## src/rtl/mips_pkg.sv

```systemverilog
// Shared definitions for the multicycle MIPS control: opcodes, FSM states, mux encodings.
// No logic; types and constants only.
// No flow control of its own.
package mips_pkg;

  // Opcode field IR[31:26] of the supported instructions
  localparam logic [5:0] OP_RTYPE = 6'b000000;
  localparam logic [5:0] OP_LW    = 6'b100011;
  localparam logic [5:0] OP_SW    = 6'b101011;
  localparam logic [5:0] OP_BEQ   = 6'b000100;
  localparam logic [5:0] OP_ADDI  = 6'b001000;
  localparam logic [5:0] OP_J     = 6'b000010;

  typedef enum logic [3:0] {
    FETCH, DECODE, MEMADR, MEMRD, MEMWB, MEMWR,
    EXEC, ALUWB, BRANCH, ADDIEX, JUMP
  } state_t;

  localparam logic [1:0] ALUOP_ADD   = 2'b00;
  localparam logic [1:0] ALUOP_SUB   = 2'b01;
  localparam logic [1:0] ALUOP_FUNCT = 2'b10;

  localparam logic [1:0] SRCB_B     = 2'b00;
  localparam logic [1:0] SRCB_FOUR  = 2'b01;
  localparam logic [1:0] SRCB_IMM   = 2'b10;
  localparam logic [1:0] SRCB_IMMSH = 2'b11;

  localparam logic [1:0] PCSRC_ALU    = 2'b00;
  localparam logic [1:0] PCSRC_ALUOUT = 2'b01;
  localparam logic [1:0] PCSRC_JUMP   = 2'b10;

  // Full datapath control word produced each cycle
  typedef struct packed {
    logic       mem_req;
    logic       mem_write;
    logic       iord;
    logic       ir_write;
    logic       pc_write;
    logic       reg_write;
    logic       reg_dst;
    logic       memto_reg;
    logic       alu_src_a;
    logic [1:0] alu_src_b;
    logic [1:0] alu_op;
    logic [1:0] pc_src;
  } ctrl_t;

  // States that issue a memory access and may therefore wait on the memory
  function automatic logic is_mem_state(input state_t s);
    return (s == FETCH) || (s == MEMRD) || (s == MEMWR);
  endfunction

endpackage

```

## src/rtl/mips_ctrl_outdec.sv

```systemverilog
// Combinational decode of FSM state (plus MemReady, Zero, is_imm) into the control word.
// Zero latency; purely combinational.
// MemReady only qualifies the FETCH write enables; Zero only affects PCWrite in BRANCH.
module mips_ctrl_outdec
  import mips_pkg::*;
(
  input  state_t state,
  input  logic   mem_ready,
  input  logic   zero,
  input  logic   is_imm,
  output ctrl_t  ctrl
);

  // Per-state control values; anything not set stays 0
  always_comb begin
    ctrl = '0;
    case (state)
      FETCH: begin
        ctrl.mem_req   = 1'b1;
        ctrl.alu_src_b = SRCB_FOUR;
        ctrl.alu_op    = ALUOP_ADD;
        ctrl.pc_src    = PCSRC_ALU;
        ctrl.ir_write  = mem_ready;
        ctrl.pc_write  = mem_ready;
      end
      DECODE: begin
        ctrl.alu_src_b = SRCB_IMMSH;
        ctrl.alu_op    = ALUOP_ADD;
      end
      MEMADR, ADDIEX: begin
        ctrl.alu_src_a = 1'b1;
        ctrl.alu_src_b = SRCB_IMM;
        ctrl.alu_op    = ALUOP_ADD;
      end
      MEMRD: begin
        ctrl.mem_req = 1'b1;
        ctrl.iord    = 1'b1;
      end
      MEMWB: begin
        ctrl.reg_write = 1'b1;
        ctrl.memto_reg = 1'b1;
      end
      MEMWR: begin
        ctrl.mem_req   = 1'b1;
        ctrl.mem_write = 1'b1;
        ctrl.iord      = 1'b1;
      end
      EXEC: begin
        ctrl.alu_src_a = 1'b1;
        ctrl.alu_src_b = SRCB_B;
        ctrl.alu_op    = ALUOP_FUNCT;
      end
      ALUWB: begin
        ctrl.reg_write = 1'b1;
        ctrl.reg_dst   = ~is_imm;
      end
      BRANCH: begin
        ctrl.alu_src_a = 1'b1;
        ctrl.alu_src_b = SRCB_B;
        ctrl.alu_op    = ALUOP_SUB;
        ctrl.pc_src    = PCSRC_ALUOUT;
        ctrl.pc_write  = zero;
      end
      JUMP: begin
        ctrl.pc_src   = PCSRC_JUMP;
        ctrl.pc_write = 1'b1;
      end
      default: ctrl = '0;
    endcase
  end

endmodule

```

## src/rtl/mips_multicycle_ctrl.sv

```systemverilog
// Multicycle MIPS control FSM: sequences fetch/decode/execute/memory/writeback on a shared datapath.
// 3-5 cycles per instruction with MemReady high; control outputs are combinational from state.
// Stalls in FETCH/MEMRD/MEMWR until MemReady; gives up after MEM_WAIT_MAX cycles with sticky MemTimeout.
module mips_multicycle_ctrl
  import mips_pkg::*;
#(
  parameter int MEM_WAIT_MAX = 15
) (
  input  logic        Clock,
  input  logic        Reset,
  input  logic [5:0]  Opcode,
  input  logic        Zero,
  input  logic        MemReady,
  output logic        MemReq,
  output logic        MemWrite,
  output logic        IorD,
  output logic        IRWrite,
  output logic        PCWrite,
  output logic        RegWrite,
  output logic        RegDst,
  output logic        MemtoReg,
  output logic        ALUSrcA,
  output logic [1:0]  ALUSrcB,
  output logic [1:0]  ALUOp,
  output logic [1:0]  PCSrc,
  output logic        IllegalOp,
  output logic        MemTimeout,
  output logic [31:0] InstrRetired
);

  localparam int CW = $clog2(MEM_WAIT_MAX + 1);

  state_t        state;
  logic [CW-1:0] wait_cnt;
  logic          is_imm;
  logic          is_sw;
  logic          illegal_q;
  logic          timeout_q;
  logic [31:0]   retired;
  logic          waiting;
  logic          wait_expired;
  ctrl_t         ctrl;
  ctrl_t         ctrl_g;

  // A memory state without MemReady is a wait cycle; the last allowed one aborts the access
  assign waiting      = is_mem_state(state) && !MemReady;
  assign wait_expired = waiting && (wait_cnt == CW'(MEM_WAIT_MAX - 1));

  // State sequencing, wait counter, retire counter and the sticky/pulse flags
  always_ff @(posedge Clock or posedge Reset) begin
    if (Reset) begin
      state     <= FETCH;
      wait_cnt  <= '0;
      is_imm    <= 1'b0;
      is_sw     <= 1'b0;
      illegal_q <= 1'b0;
      timeout_q <= 1'b0;
      retired   <= '0;
    end else begin
      illegal_q <= 1'b0;
      wait_cnt  <= '0;
      if (wait_expired) begin
        state     <= FETCH;
        timeout_q <= 1'b1;
      end else if (waiting) begin
        wait_cnt <= wait_cnt + 1'b1;
      end else begin
        case (state)
          FETCH: state <= DECODE;
          DECODE: begin
            // Instruction class is latched here so later states never look at Opcode
            is_imm <= (Opcode == OP_ADDI);
            is_sw  <= (Opcode == OP_SW);
            case (Opcode)
              OP_RTYPE:     state <= EXEC;
              OP_LW, OP_SW: state <= MEMADR;
              OP_BEQ:       state <= BRANCH;
              OP_ADDI:      state <= ADDIEX;
              OP_J:         state <= JUMP;
              default: begin
                state     <= FETCH;
                illegal_q <= 1'b1;
              end
            endcase
          end
          MEMADR:         state <= is_sw ? MEMWR : MEMRD;
          MEMRD:          state <= MEMWB;
          EXEC, ADDIEX:   state <= ALUWB;
          MEMWB, MEMWR, ALUWB, BRANCH, JUMP: begin
            state   <= FETCH;
            retired <= retired + 32'd1;
          end
          default:        state <= FETCH;
        endcase
      end
    end
  end

  mips_ctrl_outdec u_outdec (
    .state     (state),
    .mem_ready (MemReady),
    .zero      (Zero),
    .is_imm    (is_imm),
    .ctrl      (ctrl)
  );

  // Reset forces every control output low, independent of the reset state's decode
  assign ctrl_g = Reset ? '0 : ctrl;

  assign MemReq       = ctrl_g.mem_req;
  assign MemWrite     = ctrl_g.mem_write;
  assign IorD         = ctrl_g.iord;
  assign IRWrite      = ctrl_g.ir_write;
  assign PCWrite      = ctrl_g.pc_write;
  assign RegWrite     = ctrl_g.reg_write;
  assign RegDst       = ctrl_g.reg_dst;
  assign MemtoReg     = ctrl_g.memto_reg;
  assign ALUSrcA      = ctrl_g.alu_src_a;
  assign ALUSrcB      = ctrl_g.alu_src_b;
  assign ALUOp        = ctrl_g.alu_op;
  assign PCSrc        = ctrl_g.pc_src;
  assign IllegalOp    = illegal_q & ~Reset;
  assign MemTimeout   = timeout_q & ~Reset;
  assign InstrRetired = retired;

endmodule

```

## config.mk

```make
export PLATFORM = sky130hd
export DESIGN_NAME = mips_multicycle_ctrl
export DESIGN_NICKNAME = d
export VERILOG_FILES = /design/src/rtl/mips_pkg.sv /design/src/rtl/mips_ctrl_outdec.sv /design/src/rtl/mips_multicycle_ctrl.sv
export SDC_FILE = /design/constraint.sdc
export NUM_CORES = 1
export LEC_CHECK = 0
export BUFFER_PORTS_ARGS = -buffer_cell sky130_fd_sc_hd__buf_2
export CAP_MARGIN = 20
export CORE_UTILIZATION = 45
export CTS_CLUSTER_DIAMETER = 200
export DETAILED_ROUTE_END_ITERATION = 10
export HOLD_SLACK_MARGIN = 0.15
export PLACE_DENSITY = 0.69
export RECOVER_POWER = 50
export SLEW_MARGIN = 20
export SYNTH_ARGS = -nofsm -noshare
export SYNTH_HDL_FRONTEND = slang
export SYNTH_SLANG_ARGS = --single-unit
```

## constraint.sdc

```tcl
create_clock -name Clock -period 4.4 [get_ports Clock]
set_input_delay 1.32 -clock Clock [delete_from_list [all_inputs] [get_ports Clock]]
set_output_delay 1.32 -clock Clock [all_outputs]
set_load 0.005 [all_outputs]
```

---- Word-level counts from Yosys, hierarchy flattened ----
Index checks and enable logic that the tools add are counted.
cells by class
  add/subtract/negate cells ............... 2
  equal/unequal tests ..................... 17
  mux-type cells .......................... 23
  bitwise gates (word level) .............. 6
  reductions and logical operators ........ 18
operators with widths
  kind                   count
  $pmux 4 s5             3
  $add 32x1->32 const B  1
  $eq 4x3->1 const B     4
  $eq 4x4->1 const B     4
  $mux 4                 4
  $mux 15                1
  $eq 6x6->1 const B     2
  $mux 1                 12
  $reduce_or 2->1        5
  $eq 4x2->1 const B     2
  $eq 6x2->1 const B     1
  $eq 6x3->1 const B     1
  $eq 6x4->1 const B     1
  $logic_not 6->1        1
  $reduce_and 3->1       2
  $reduce_or 6->1        1
  $reduce_or 5->1        1
  $add 4x1->4 const B    1
  $eq 4x1->1 const B     1
  $logic_not 4->1        1
  $not 1->1              4
  $pmux 2 s2             1
  $reduce_or 4->1        1
  $mux 3                 1
  7 further kinds        10
storage, ports and cells
  register bits after elaboration ......... 44
  bits of input ports ..................... 10
  output and inout bits ................... 49
  logic and storage cells ................. 73

---- Logic depth before layout (Yosys ltp) ----
  depth in word-level cells ............... 7
  gate-level depth with buffers ........... 7
  mapped depth without buffers ............ 6

---- Cells and area by module ----
From an unflattened synthesis, not the netlist that was laid out.
second synthesis, totals
  cell total of the unflattened synthesis .. 254
  area, all modules ....................... 2,464.9 µm²
modules (own cells, without submodules)
  module                times used  cells each  area each (µm²)  seq. area each (µm²)
  mips_multicycle_ctrl  1           226         2,287.2          1,101.1
  mips_ctrl_outdec      1           28          177.7            0.0

---- Least setup slack after synthesis ----
Ideal clock, no wire load.
  path type ............................... input port to output port
  start point ............................. input port Reset
  end point ............................... output port PCWrite
  arrival ................................. 1.804 ns
  data required time ...................... 3.080 ns
  setup slack ............................. 1.276 ns
  stages on the path ...................... 2
  path buffers ............................ 1
  cells stage by stage .................... clkbuf_1 nor4b_1
between the ends
  cells in the longest elaborated chain, start to end .. 1
ends and longest elaborated chain
  element          line                         RTL
  start, declared  mips_multicycle_ctrl.sv:10   input logic Reset,
  $mux 15          mips_multicycle_ctrl.sv:108  assign ctrl_g = Reset ? '0 : ctrl;
  end, declared    mips_multicycle_ctrl.sv:18   output logic PCWrite,
No other way between the ends.

---- Final worst setup path ----
  start point ............................. input port MemReady
  end point ............................... register retired[31] (netlist: InstrRetired[31])
between the ends
  cells in the longest elaborated chain, start to end .. 5
  elaborated cells between the ends (all ways) .. 6
  those cells by class .................... bitwise: 2; reduce/logical: 4
ends and longest elaborated chain
  element                       line                        RTL
  start, declared               mips_multicycle_ctrl.sv:13  input logic MemReady,
  $logic_not 1->1 *             mips_multicycle_ctrl.sv:46  assign waiting = is_mem_state(state) && !MemReady;
  $logic_and 1x1->1 *           mips_multicycle_ctrl.sv:46
  $logic_and 1x1->1             mips_multicycle_ctrl.sv:47  assign wait_expired = waiting && (wait_cnt == CW'(MEM_WAIT_MAX - 1));
  $not 1->1 (no line)           n/a
  $reduce_and 3->1 (no line) *  n/a
  end signal, assigned          mips_multicycle_ctrl.sv:91  retired <= retired + 32'd1;
  end, declared                 mips_multicycle_ctrl.sv:39  logic [31:0] retired;
Mark *: on every way between the ends. The rest lies on a longest branch, timed or not.
A chain may end at the register's enable or synchronous reset.

==> results.ini <==
[finish]
drive_gt1_share_pct = 22.5
nets = 314
syn2layout_area_growth_pct = 17.3
antenna_cells = 0
nFillCells = 477

[global_routing]
use_met3_pct = 4.88
overflow = 0
grt.busiest_layer = met2
grt_max_degree = 24
use_met2_pct = 28.5
use_met1_pct = 25.7
grt_pass1_vias = 1725
groute.usage.overall_pct = 18.7
antenna_found_initial = 0
grt_pass1_wl_mm = 7.87

[clocking]
cts_made_buffers = 5
clkTransAtPathRegs_ns = 0.08
clock_path_buffers = 2
cts_max_level = 2
clock_latency_ns = 0.29
clock_sink_count = 44
holdBufCountCts = 0
tritoncts = done
root_buffer = clkbuf_8
post_cts_buffers = 0
cts_resized = 0

[critical_path]
start_kind = primary input
path_delay_family = compound AO/OA/AOI/OAI gates
crit_chain = buf_2 > nor3b_1 > o32ai_1 > nand4_2 > or3_1 > xnor2_1
ff2ff_setup_slack_ns = 1.19
crit_type = in2reg
crit_path_end_kind = flop
cpPeakStageDelay_ns = 1.38
cp.required_ns = 4.58
path_buf_inv = 1
cpMaxStageDelayCell = o32ai_1
critPathMaxFanout = 14
cp.arrival_ns = 3.76

[synth]
synth_compound_area_share_pct = 6.13
synth_top_family_by_area = simple AND/OR/NAND/NOR gates
muxShareOfSynthArea_pct = 0.960
synth_common_cells = dfrtp_1 (44), nor2_1 (30), xor2_1 (20)
netlist.area_leader.share_pct = 46.9
yosysMostFrequentCell = dfrtp_1
synth_xor_area_share_pct = 13.1
async_flop_share_pct = 100
post-synth-top-area-cell = dfrtp_1
synth-adder-area-share_pct = 1.60
syn_area_per_cell_um2 = 9.61
ys_seq_area_share_pct = 46.9
synth-edff-count = 0
ys_types = 36
ys.flop_type = dfrtp_1
syn_inst = 244
synth_area_um2 = 2350
synth-seq-cells = 44
yosys.area_share.simple_pct = 29.0
yosysWarnings = 0
syn_nets = 257
synth_area_leaders = dfrtp_1 (47%), xor2_1 (7.5%), xnor2_1 (5.6%)

[timing]
setup_viol = 0
skew_ns = 0.00643
final_hold_viol_count = 0
fin_crit_ns = 3.58
max_clock_freq_mhz = 279
min_period_over_period_pct = 81.4
timing.setup.tns_ns = 0
max_slew_margin_pct = -12.8
whs_ns = 0.469
worst_pin_slew_ns = 1.69
slew_violations = 15
rsz0062_at_grt = false

[routing]
initialDrtViolationCount = 88
avgViaCountPerCell = 5.20
wl_per_cell_um = 12.5
dr.pass1.iters = 4
drc = 0
final_antenna_net_count = 0
routed_wirelength_mm = 4.63
vias = 1918

[pwr]
p_sw_mw = 0.359
p_sw_share_pct = 33.6
power_density_nw_per_um2 = 387
vdd_drop_max_v = 0.000230
p_int_mw = 0.708
p_comb_share_pct = 25.5
leakagePower_nw = 1.34
seqPwrFrac_pct = 50.4
power_frac_clock_pct = 24.1

[outcome]
outcome = finished, violations left
violations = max-capacitance violations, max-slew violations

[die]
rows = 25
dieArea_um2 = 5510
die_x_um = 74.2
start_util_pct = 48.1
fp.dieH_um = 74.2
pin_count = 59
core-area_um2 = 4880

[hold_path]
hold_path.class = reg2reg

[placed_design]
gp_congestion = 0.778
portBuffers = 58
dpl.hpwl_mm = 3.35

[job]
cap_violations = 1

worst register-to-register path: stages, from the launching register on:
cell     delay (ns)
dfrtp_1        0.72
nor3b_1        0.12
o32ai_1        1.38
nand4_2        0.28
or3_1          0.47
xnor2_1        0.13
through the flow:
step	total power [mW]	worst slack, ns	std cells	instance area, µm²	utilization (%)
6_report	1.07	0.820	369	2750	56.4
5_1_grt	1.15	0.558	369	2750	56.4
4_1_cts	1.09	0.964	369	2780	57.0
3_3_place_gp	0.833	0.988	361	2690	55.1
2_1_floorplan	0.747	1.28	244	2350	-
3_5_place_dp	0.834	0.969	361	2690	55.1
placed cells by master, fill, tap and decap left out, types with 2 or more instances in the layout:
cell	count
buf_2	53
dfrtp_1	44
nor2_1	30
xor2_1	20
nand2_1	17
nand3_1	17
xnor2_1	15
nor3_1	12
nor2b_1	8
o21ai_0	8
nand2b_1	7
nand4_1	6
clkbuf_8	6
clkbuf_1	6
and4_1	5
a21oi_1	5
nor4b_1	5
and3_1	4
nor4_1	4
inv_1	3
or3_1	3
or2_2	3
ha_1	3
a211o_1	2
mux2_2	2
clkinv_2	2
metal layers:
| metal | vias up | share of wire [%] |
|---|---|---|
| li1 | 961 | - |
| met1 | 894 | 48 |
| met2 | 56 | 45 |
| met3 | 7 | 5.7 |
| met4 | 0 | 1.2 |
| met5 | - | 0 |
layout make-up:
type                       count  area, µm²  share of cell area, %
timing repair buffer          59        288                   10.5
clock buffer                   6       82.6                   3.00
sequential                    44       1100                   40.0
multi-input combinational    187       1170                   42.6
clock inverter                 2       10.0                  0.364
tap                           67       83.8                   3.05
inverter                       4       15.0                  0.545
worst paths after layout:
| check | end | cells past startpoint | from |
|---|---|---|---|
| min | InstrRetired[31] | 1 | InstrRetired[31] |
| max | InstrRetired[31] | 6 | MemReady |
| min reg2reg | InstrRetired[31] | 1 | InstrRetired[31] |
| max reg2reg | InstrRetired[31] | 5 | state[1] |
| min in group asynchronous | state[3] | 2 | Reset |
| max in group asynchronous | InstrRetired[4] | 3 | Reset |
flip-flops by register name, summed over array words and instances (netlist names):
signal	count
InstrRetired	32
illegal_q	1
is_imm	1
is_sw	1
state	4
timeout_q	1
wait_cnt	4
cells by family after synthesis:
group / count (synthesis)
flops: 44
xor+xnor: 35
mux: 2
fa+ha+maj: 3
buf+inv: 13
simple gates: 127
compound gates: 20
power groups by stage:
stage                     Combinational (mW)  Sequential (mW)  Clock [mW]
after floorplan                        0.250            0.497           0
after global placement                 0.286            0.547           0
after detailed placement               0.287            0.547           0
after CTS                              0.288            0.539       0.266
after global routing                   0.312            0.551       0.282
final                                  0.272            0.538       0.256
Note: power is estimated with default switching activity, not from simulation.
